--- src/rtl/mmcm_phase_arbiter_if.sv ---
// rtl/mmcm_phase_arbiter_if.sv - absolute-phase port between the arbiter and mmcm_phase_cntr
//
// Purpose: carries the ps_we/ps_din/ps_ready/ps_dout handshake of one
// mmcm_phase_cntr absolute-phase port.
// Signals:
//   ps_we     write strobe, one cycle per phase request
//   ps_din    requested absolute phase (2's complement)
//   ps_ready  counter idle and locked; drops one cycle after ps_we
//   ps_dout   current phase of the counter
// Modports: master = arbiter side, slave = phase counter side.

interface mmcm_phase_arbiter_if #(
  parameter int PHASE_WIDTH = 8
);
  logic                   ps_we;
  logic [PHASE_WIDTH-1:0] ps_din;
  logic                   ps_ready;
  logic [PHASE_WIDTH-1:0] ps_dout;

  modport master (
    output ps_we,
    output ps_din,
    input  ps_ready,
    input  ps_dout
  );

  modport slave (
    input  ps_we,
    input  ps_din,
    output ps_ready,
    output ps_dout
  );
endinterface

--- src/rtl/mmcm_phase_arbiter.sv ---
// rtl/mmcm_phase_arbiter.sv - round-robin arbiter for one mmcm_phase_cntr phase port
//
// Purpose: shares the absolute-phase port of mmcm_phase_cntr among NUM_REQ
// requesters, sequences the ps_we/ps_ready handshake and returns a one-cycle
// done pulse to the requester that was served. Lives in the psclk domain.
// Optional feature: define MMCM_PHASE_ARBITER_TIMEOUT_EN to add the timeout
// output and a WAIT-state watchdog of TIMEOUT_CYCLES cycles.
// Ports:
//   psclk      clock (same as mmcm_phase_cntr psclk)
//   rst        synchronous active-high reset
//   req        per-requester request level, held until its done pulse
//   req_phase  flattened target phases, requester i at [i*PHASE_WIDTH +: PHASE_WIDTH]
//   done       one-hot completion pulse
//   busy       operation in progress
//   owner      index of the last granted requester
//   cur_phase  ps_dout captured at completion
//   timeout    (optional) pulses with done when WAIT gave up
//   ps         master side of the phase-counter port (ps_we/ps_din/ps_ready/ps_dout)

module mmcm_phase_arbiter #(
  parameter int PHASE_WIDTH    = 8,
  parameter int NUM_REQ        = 4,
  parameter int TIMEOUT_CYCLES = 1024
) (
  input  logic                           psclk,
  input  logic                           rst,
  input  logic [NUM_REQ-1:0]             req,
  input  logic [NUM_REQ*PHASE_WIDTH-1:0] req_phase,
  output logic [NUM_REQ-1:0]             done,
  output logic                           busy,
  output logic [2:0]                     owner,
  output logic [PHASE_WIDTH-1:0]         cur_phase,
`ifdef MMCM_PHASE_ARBITER_TIMEOUT_EN
  output logic                           timeout,
`endif
  mmcm_phase_arbiter_if.master           ps
);

  if (NUM_REQ < 2 || NUM_REQ > 8 || TIMEOUT_CYCLES < 1) begin : g_param_check
    $error("mmcm_phase_arbiter: NUM_REQ must be 2..8 and TIMEOUT_CYCLES >= 1");
  end

  localparam logic [NUM_REQ-1:0] ONE = NUM_REQ'(1);

  typedef enum logic [2:0] {
    S_IDLE,
    S_ISSUE,
    S_GUARD,
    S_WAIT,
    S_DONE
  } state_t;

  state_t     state;
  logic [2:0] rr;
  logic [2:0] sel;

`ifdef MMCM_PHASE_ARBITER_TIMEOUT_EN
  localparam int CNT_W = (TIMEOUT_CYCLES > 1) ? $clog2(TIMEOUT_CYCLES) : 1;
  logic [CNT_W-1:0] wait_cnt;
`endif

  // Rotating search starting at rr. Walking the offsets downward lets the
  // smallest offset with req set overwrite the others, i.e. win.
  always_comb begin
    sel = rr;
    for (int k = NUM_REQ - 1; k >= 0; k--) begin
      if (req[(int'(rr) + k) % NUM_REQ]) begin
        sel = 3'((int'(rr) + k) % NUM_REQ);
      end
    end
  end

  always_ff @(posedge psclk) begin
    if (rst) begin
      state     <= S_IDLE;
      rr        <= 3'd0;
      done      <= '0;
      busy      <= 1'b0;
      owner     <= 3'd0;
      ps.ps_we  <= 1'b0;
      ps.ps_din <= '0;
      cur_phase <= '0;
`ifdef MMCM_PHASE_ARBITER_TIMEOUT_EN
      timeout   <= 1'b0;
      wait_cnt  <= '0;
`endif
    end else begin
      done     <= '0;
      ps.ps_we <= 1'b0;
`ifdef MMCM_PHASE_ARBITER_TIMEOUT_EN
      timeout  <= 1'b0;
`endif
      case (state)
        S_IDLE: begin
          // ps_ready low means the MMCM is unlocked or settling; requests
          // simply stay pending until it rises.
          if (|req && ps.ps_ready) begin
            owner     <= sel;
            ps.ps_din <= req_phase[int'(sel)*PHASE_WIDTH +: PHASE_WIDTH];
            ps.ps_we  <= 1'b1;
            busy      <= 1'b1;
            state     <= S_ISSUE;
          end
        end
        S_ISSUE: begin
          state <= S_GUARD;
        end
        S_GUARD: begin
          // ps_ready seen here still reflects the pre-write counter state.
          state <= S_WAIT;
`ifdef MMCM_PHASE_ARBITER_TIMEOUT_EN
          wait_cnt <= '0;
`endif
        end
        S_WAIT: begin
          if (ps.ps_ready) begin
            done  <= ONE << owner;
            state <= S_DONE;
          end
`ifdef MMCM_PHASE_ARBITER_TIMEOUT_EN
          else if (wait_cnt == CNT_W'(TIMEOUT_CYCLES - 1)) begin
            done    <= ONE << owner;
            timeout <= 1'b1;
            state   <= S_DONE;
          end else begin
            wait_cnt <= wait_cnt + 1'b1;
          end
`endif
        end
        S_DONE: begin
`ifdef MMCM_PHASE_ARBITER_TIMEOUT_EN
          // A timed-out move never settled, so ps_dout is not trustworthy.
          if (!timeout) begin
            cur_phase <= ps.ps_dout;
          end
`else
          cur_phase <= ps.ps_dout;
`endif
          rr    <= (int'(owner) == NUM_REQ - 1) ? 3'd0 : owner + 3'd1;
          busy  <= 1'b0;
          state <= S_IDLE;
        end
        default: begin
          busy  <= 1'b0;
          state <= S_IDLE;
        end
      endcase
    end
  end

endmodule

--- src/flat_wrapper.sv ---
// flat-port wrapper written by rule: the top's interface ports become plain ports
module mmcm_phase_arbiter_flat 
#(
  parameter int PHASE_WIDTH    = 8,
  parameter int NUM_REQ        = 4,
  parameter int TIMEOUT_CYCLES = 1024
)
  (psclk, rst, req, req_phase, done, busy, owner, cur_phase, ps_ps_we, ps_ps_din, ps_ps_ready, ps_ps_dout);
  mmcm_phase_arbiter_if #(.PHASE_WIDTH(PHASE_WIDTH)) ps_i ();
  input  logic psclk;
  input  logic rst;
  input  logic [NUM_REQ-1:0] req;
  input  logic [NUM_REQ*PHASE_WIDTH-1:0] req_phase;
  output logic [NUM_REQ-1:0] done;
  output logic busy;
  output logic [2:0] owner;
  output logic [PHASE_WIDTH-1:0] cur_phase;
  output wire logic [$bits(ps_i.ps_we)-1:0] ps_ps_we;
  output wire logic [$bits(ps_i.ps_din)-1:0] ps_ps_din;
  input wire logic [$bits(ps_i.ps_ready)-1:0] ps_ps_ready;
  input wire logic [$bits(ps_i.ps_dout)-1:0] ps_ps_dout;
  assign ps_ps_we = ps_i.ps_we;
  assign ps_ps_din = ps_i.ps_din;
  assign ps_i.ps_ready = ps_ps_ready;
  assign ps_i.ps_dout = ps_ps_dout;
  mmcm_phase_arbiter #(.PHASE_WIDTH(PHASE_WIDTH), .NUM_REQ(NUM_REQ), .TIMEOUT_CYCLES(TIMEOUT_CYCLES)) u_core (.psclk(psclk), .rst(rst), .req(req), .req_phase(req_phase), .done(done), .busy(busy), .owner(owner), .cur_phase(cur_phase), .ps(ps_i));
endmodule
--- config.mk ---
export PLATFORM = sky130hd
export DESIGN_NAME = mmcm_phase_arbiter_flat
export DESIGN_NICKNAME = d
export VERILOG_FILES = /design/src/rtl/mmcm_phase_arbiter_if.sv /design/src/rtl/mmcm_phase_arbiter.sv /design/src/flat_wrapper.sv
export SDC_FILE = /design/constraint.sdc
export NUM_CORES = 1
export LEC_CHECK = 0
export ABC_AREA = 0
export BUFFER_PORTS_ARGS = -buffer_cell sky130_fd_sc_hd__buf_2
export CORE_ASPECT_RATIO = 0.9
export CORE_UTILIZATION = 39
export CTS_CLUSTER_DIAMETER = 150
export DETAILED_ROUTE_END_ITERATION = 10
export MAX_ROUTING_LAYER = met4
export PLACE_DENSITY = 0.74
export SLEW_MARGIN = 20
export SYNTH_ARGS = -nofsm -noshare
export SYNTH_HDL_FRONTEND = slang
export SYNTH_SLANG_ARGS = --single-unit
--- constraint.sdc ---
create_clock -name psclk -period 1.4 [get_ports psclk]
set_clock_uncertainty 0.05 [all_clocks]
set_input_delay 0.28 -clock psclk [delete_from_list [all_inputs] [get_ports psclk]]
set_output_delay 0.28 -clock psclk [all_outputs]
set_load 0.005 [all_outputs]
==> flow_metrics.py <==
metrics = {
    "outcome": {
        "status": "finished, violations left",
        "violations": "negative setup slack",
    },
    "synth": {
        "synth.net_count": 197,
        "syn-cell-area_um2": 1340,
        "synth_top_area_share": 0.447,
        "synth_seq_cells": 30,
        "yosys-top-cells-area": "dfxtp_1 45%, mux2i_1 13%, nand2_1 8.1%",
        "yosys_warnings": 0,
        "ys_types": 31,
        "yosys.area.top_type": "dfxtp_1",
        "syn_avg_cell_area_um2": 9.02,
        "synth-seq-area-share": 0.447,
        "netlist_instances": 149,
    },
    "die": {
        "die_x_um": 63.9,
        "dieHeight_um": 57.7,
        "die-area_um2": 3680,
        "coreArea_um2": 3160,
        "io_pins": 72,
        "rows": 19,
        "floorplan.initialDensity": 0.425,
    },
    "routing": {
        "via_per_inst": 4.87,
        "drc": 0,
        "drt_iter0_markers": 43,
        "ant_nets": 0,
        "dr_total_vias": 1402,
        "wl_per_cell_um": 12.0,
        "dr.pass1.iters": 4,
        "wirelength_mm": 3.46,
    },
    "sta": {
        "slew_headroom": 0.756,
        "finalSetupViolCount": 8,
        "max_freq_mhz": 646,
        "setup_ws_ns": -0.147,
        "finalHoldViolCount": 0,
        "period_needed_ns": 1.55,
        "drv_slew": 0,
        "worst_slew_pin_slew_ns": 0.363,
        "finalCritPeriodShare": 1.10,
        "rsz0062_at_grt": "yes",
    },
    "clock_network": {
        "cts_made_buffers": 5,
        "postCtsHoldBufs": 0,
        "cts_sinks": 30,
        "htree_num_levels": 2,
        "path_clk_slew_ns": 0.06,
        "cts.path.max_buffers": 2,
        "cts-root-buf": "clkbuf_8",
        "clk-insertion-delay-late_ns": 0.27,
        "cts_tree": "done",
    },
    "place": {
        "dpl.hpwl_mm": 2.43,
        "place_congestion": 0.810,
        "port_buffers": 71,
        "place_worst_setup_slack_ns": -0.655,
        "post_dp_cell_area_um2": 1860,
    },
    "grt": {
        "grt_overflow": 0,
        "antenna_found_initial": 0,
        "gr-usage-all-layers": 0.198,
        "grt_max_degree": 18,
        "first_global_vias": 1340,
        "grt_first_pass_wirelength_mm": 5.58,
    },
    "worst_setup_path": {
        "slowest_stage": "dfxtp_2",
        "crit_start": "u_core.rr[1]",
        "cp.arrival_ns": 1.65,
        "regToRegStartpoint": "u_core.rr[1]",
        "reg2reg_slack_ns": -0.15,
        "crit_chain": "buf_6, o22ai_2, a222oi_1, buf_4, nand2b_4, buf_8, o221ai_2",
        "rr_worst_depth": 7,
        "cp_slowest_stage_delay_ns": 0.36,
        "startpoint_type": "register",
        "crit_required_ns": 1.50,
        "critPathKind": "reg -> reg",
        "end_kind": "register",
        "worst-path-max-fanout": 8,
        "reg2reg_to": "u_core.ps.ps_din[2]",
    },
    "pwr": {
        "peakVddDrop_v": 0.000547,
        "power_density_nw_per_um2": 933,
        "p_leak_nw": 1.01,
    },
    "layout": {
        "syn2layout_area_growth_pct": 60.6,
        "design_area_um2": 2160,
        "final_nets": 293,
        "n_antenna_cell": 0,
        "drive_above_1_share": 0.508,
    },
    "job": {
        "cap_viol_max_count": 0,
    },
    "hold_path": {
        "hp-class": "in -> reg",
        "min_to": "u_core.cur_phase[2]",
        "min_from": "ps_ps_dout[2]",
        "hold_depth": 3,
    },
}
[per-stage QoR]
step | cells | power, W | hold WS [ns] | util | setup TNS [ns]
floorplan | 149 | 0.00109 | 0.299 | - | -0.997
global placement | 275 | 0.00124 | 0.391 | 0.587 | -6.10
detailed placement | 275 | 0.00124 | 0.393 | 0.587 | -6.39
CTS | 287 | 0.00200 | 0.186 | 0.665 | -0.979
global route | 288 | 0.00211 | 0.200 | 0.683 | -1.51
finish | 288 | 0.00201 | 0.186 | 0.683 | -1.03
[power breakdown]
part           internal, W  leakage [nW]  total, W  switching, W
Clock             0.000396        0.0482  0.000701      0.000305
Sequential        0.000894         0.245  0.000928     0.0000338
Combinational     0.000213         0.713  0.000384      0.000171
[registers in the layout (all words and copies together) (netlist names)]
signal / flops
u_core.busy: 1
u_core.cur_phase: 8
u_core.done: 4
u_core.owner: 3
u_core.ps.ps_din: 8
u_core.ps.ps_we: 1
u_core.rr: 2
u_core.state: 3
[worst max-delay path, delay by kind of cell, from the launching register on]
family,cells,cell delay [ns]
compound gates,3,0.45
buf+inv,3,0.44
flops,1,0.36
simple gates,1,0.12
[routing by layer]
metal / global-route usage / routed length, µm / vias up
met5: - / 0 / -
met4: 0.0682 / 38 / 0
met3: 0.0433 / 145 / 5
met2: 0.336 / 1720 / 36
met1: 0.231 / 1560 / 644
li1: - / - / 717
[Yosys cell counts, drive strengths merged]
cell type and n:
inv 7, or3 1, nor4 2, and3 2
a31oi 1, and2 2, dfxtp 30, ha 1
nand3 2, o22ai 3, a222oi 1, clkbuf 4
o21ai 2, a21oi 11, nor3b 2, o31ai 1
nand2b 2, mux2i 18, o41ai 1, nor3 2
o221ai 8, and2b 1, or2 1, nand2 29
buf 2, nor2 13
[repair_timing]
item,CTS,global route
endpoints found under the setup margin,11,15
gates resized for setup,21,12
pin swaps,11,5
buffers inserted,4,2
[kinds of logic after synthesis]
logic type | after synthesis | synth area share
mux | 18 | 0.134
simple gates | 59 | 0.207
fa+ha+maj | 1 | 0.00931
buf+inv | 13 | 0.0549
compound gates | 28 | 0.148
flops | 30 | 0.447
[placed cells by master (no fill, tap or decap), drive strengths merged]
master and instances:
or3 1, o22ai 3, and3 2, a31oi 1
inv 7, nand2 29, buf 95, a21oi 11
nor3 2, nor2 13, and2 2, and2b 1
mux2i 18, o221ai 8, nand2b 2, dfxtp 30
o21ai 2, o31ai 1, a222oi 1, nand3 2
nor3b 2, clkbuf 7, ha 1, nor4 2
clkinv 1, or2 1, o41ai 1
[worst max-delay path by stage]
stage	slack, ns	cells past startpoint	end
2_1_floorplan	-0.14	7	u_core.ps.ps_din[5]
3_3_place_gp	-0.63	6	u_core.ps.ps_din[5]
3_5_place_dp	-0.65	6	u_core.ps.ps_din[7]
4_1_cts	-0.11	7	u_core.ps.ps_din[1]
5_1_grt	-0.20	7	u_core.ps.ps_din[2]
6_report	-0.15	7	u_core.ps.ps_din[2]
[layout make-up]
type | instances | area, µm²
fillers | 254 | 1000
multi-input cells | 106 | 796
flip-flops and latches | 30 | 603
repair buffers | 95 | 589
clock buffers | 7 | 86.3
well taps | 42 | 52.6
inverters | 7 | 26.3
clock inverters | 1 | 5.00
No activity file was read; power rests on OpenSTA's default activity.
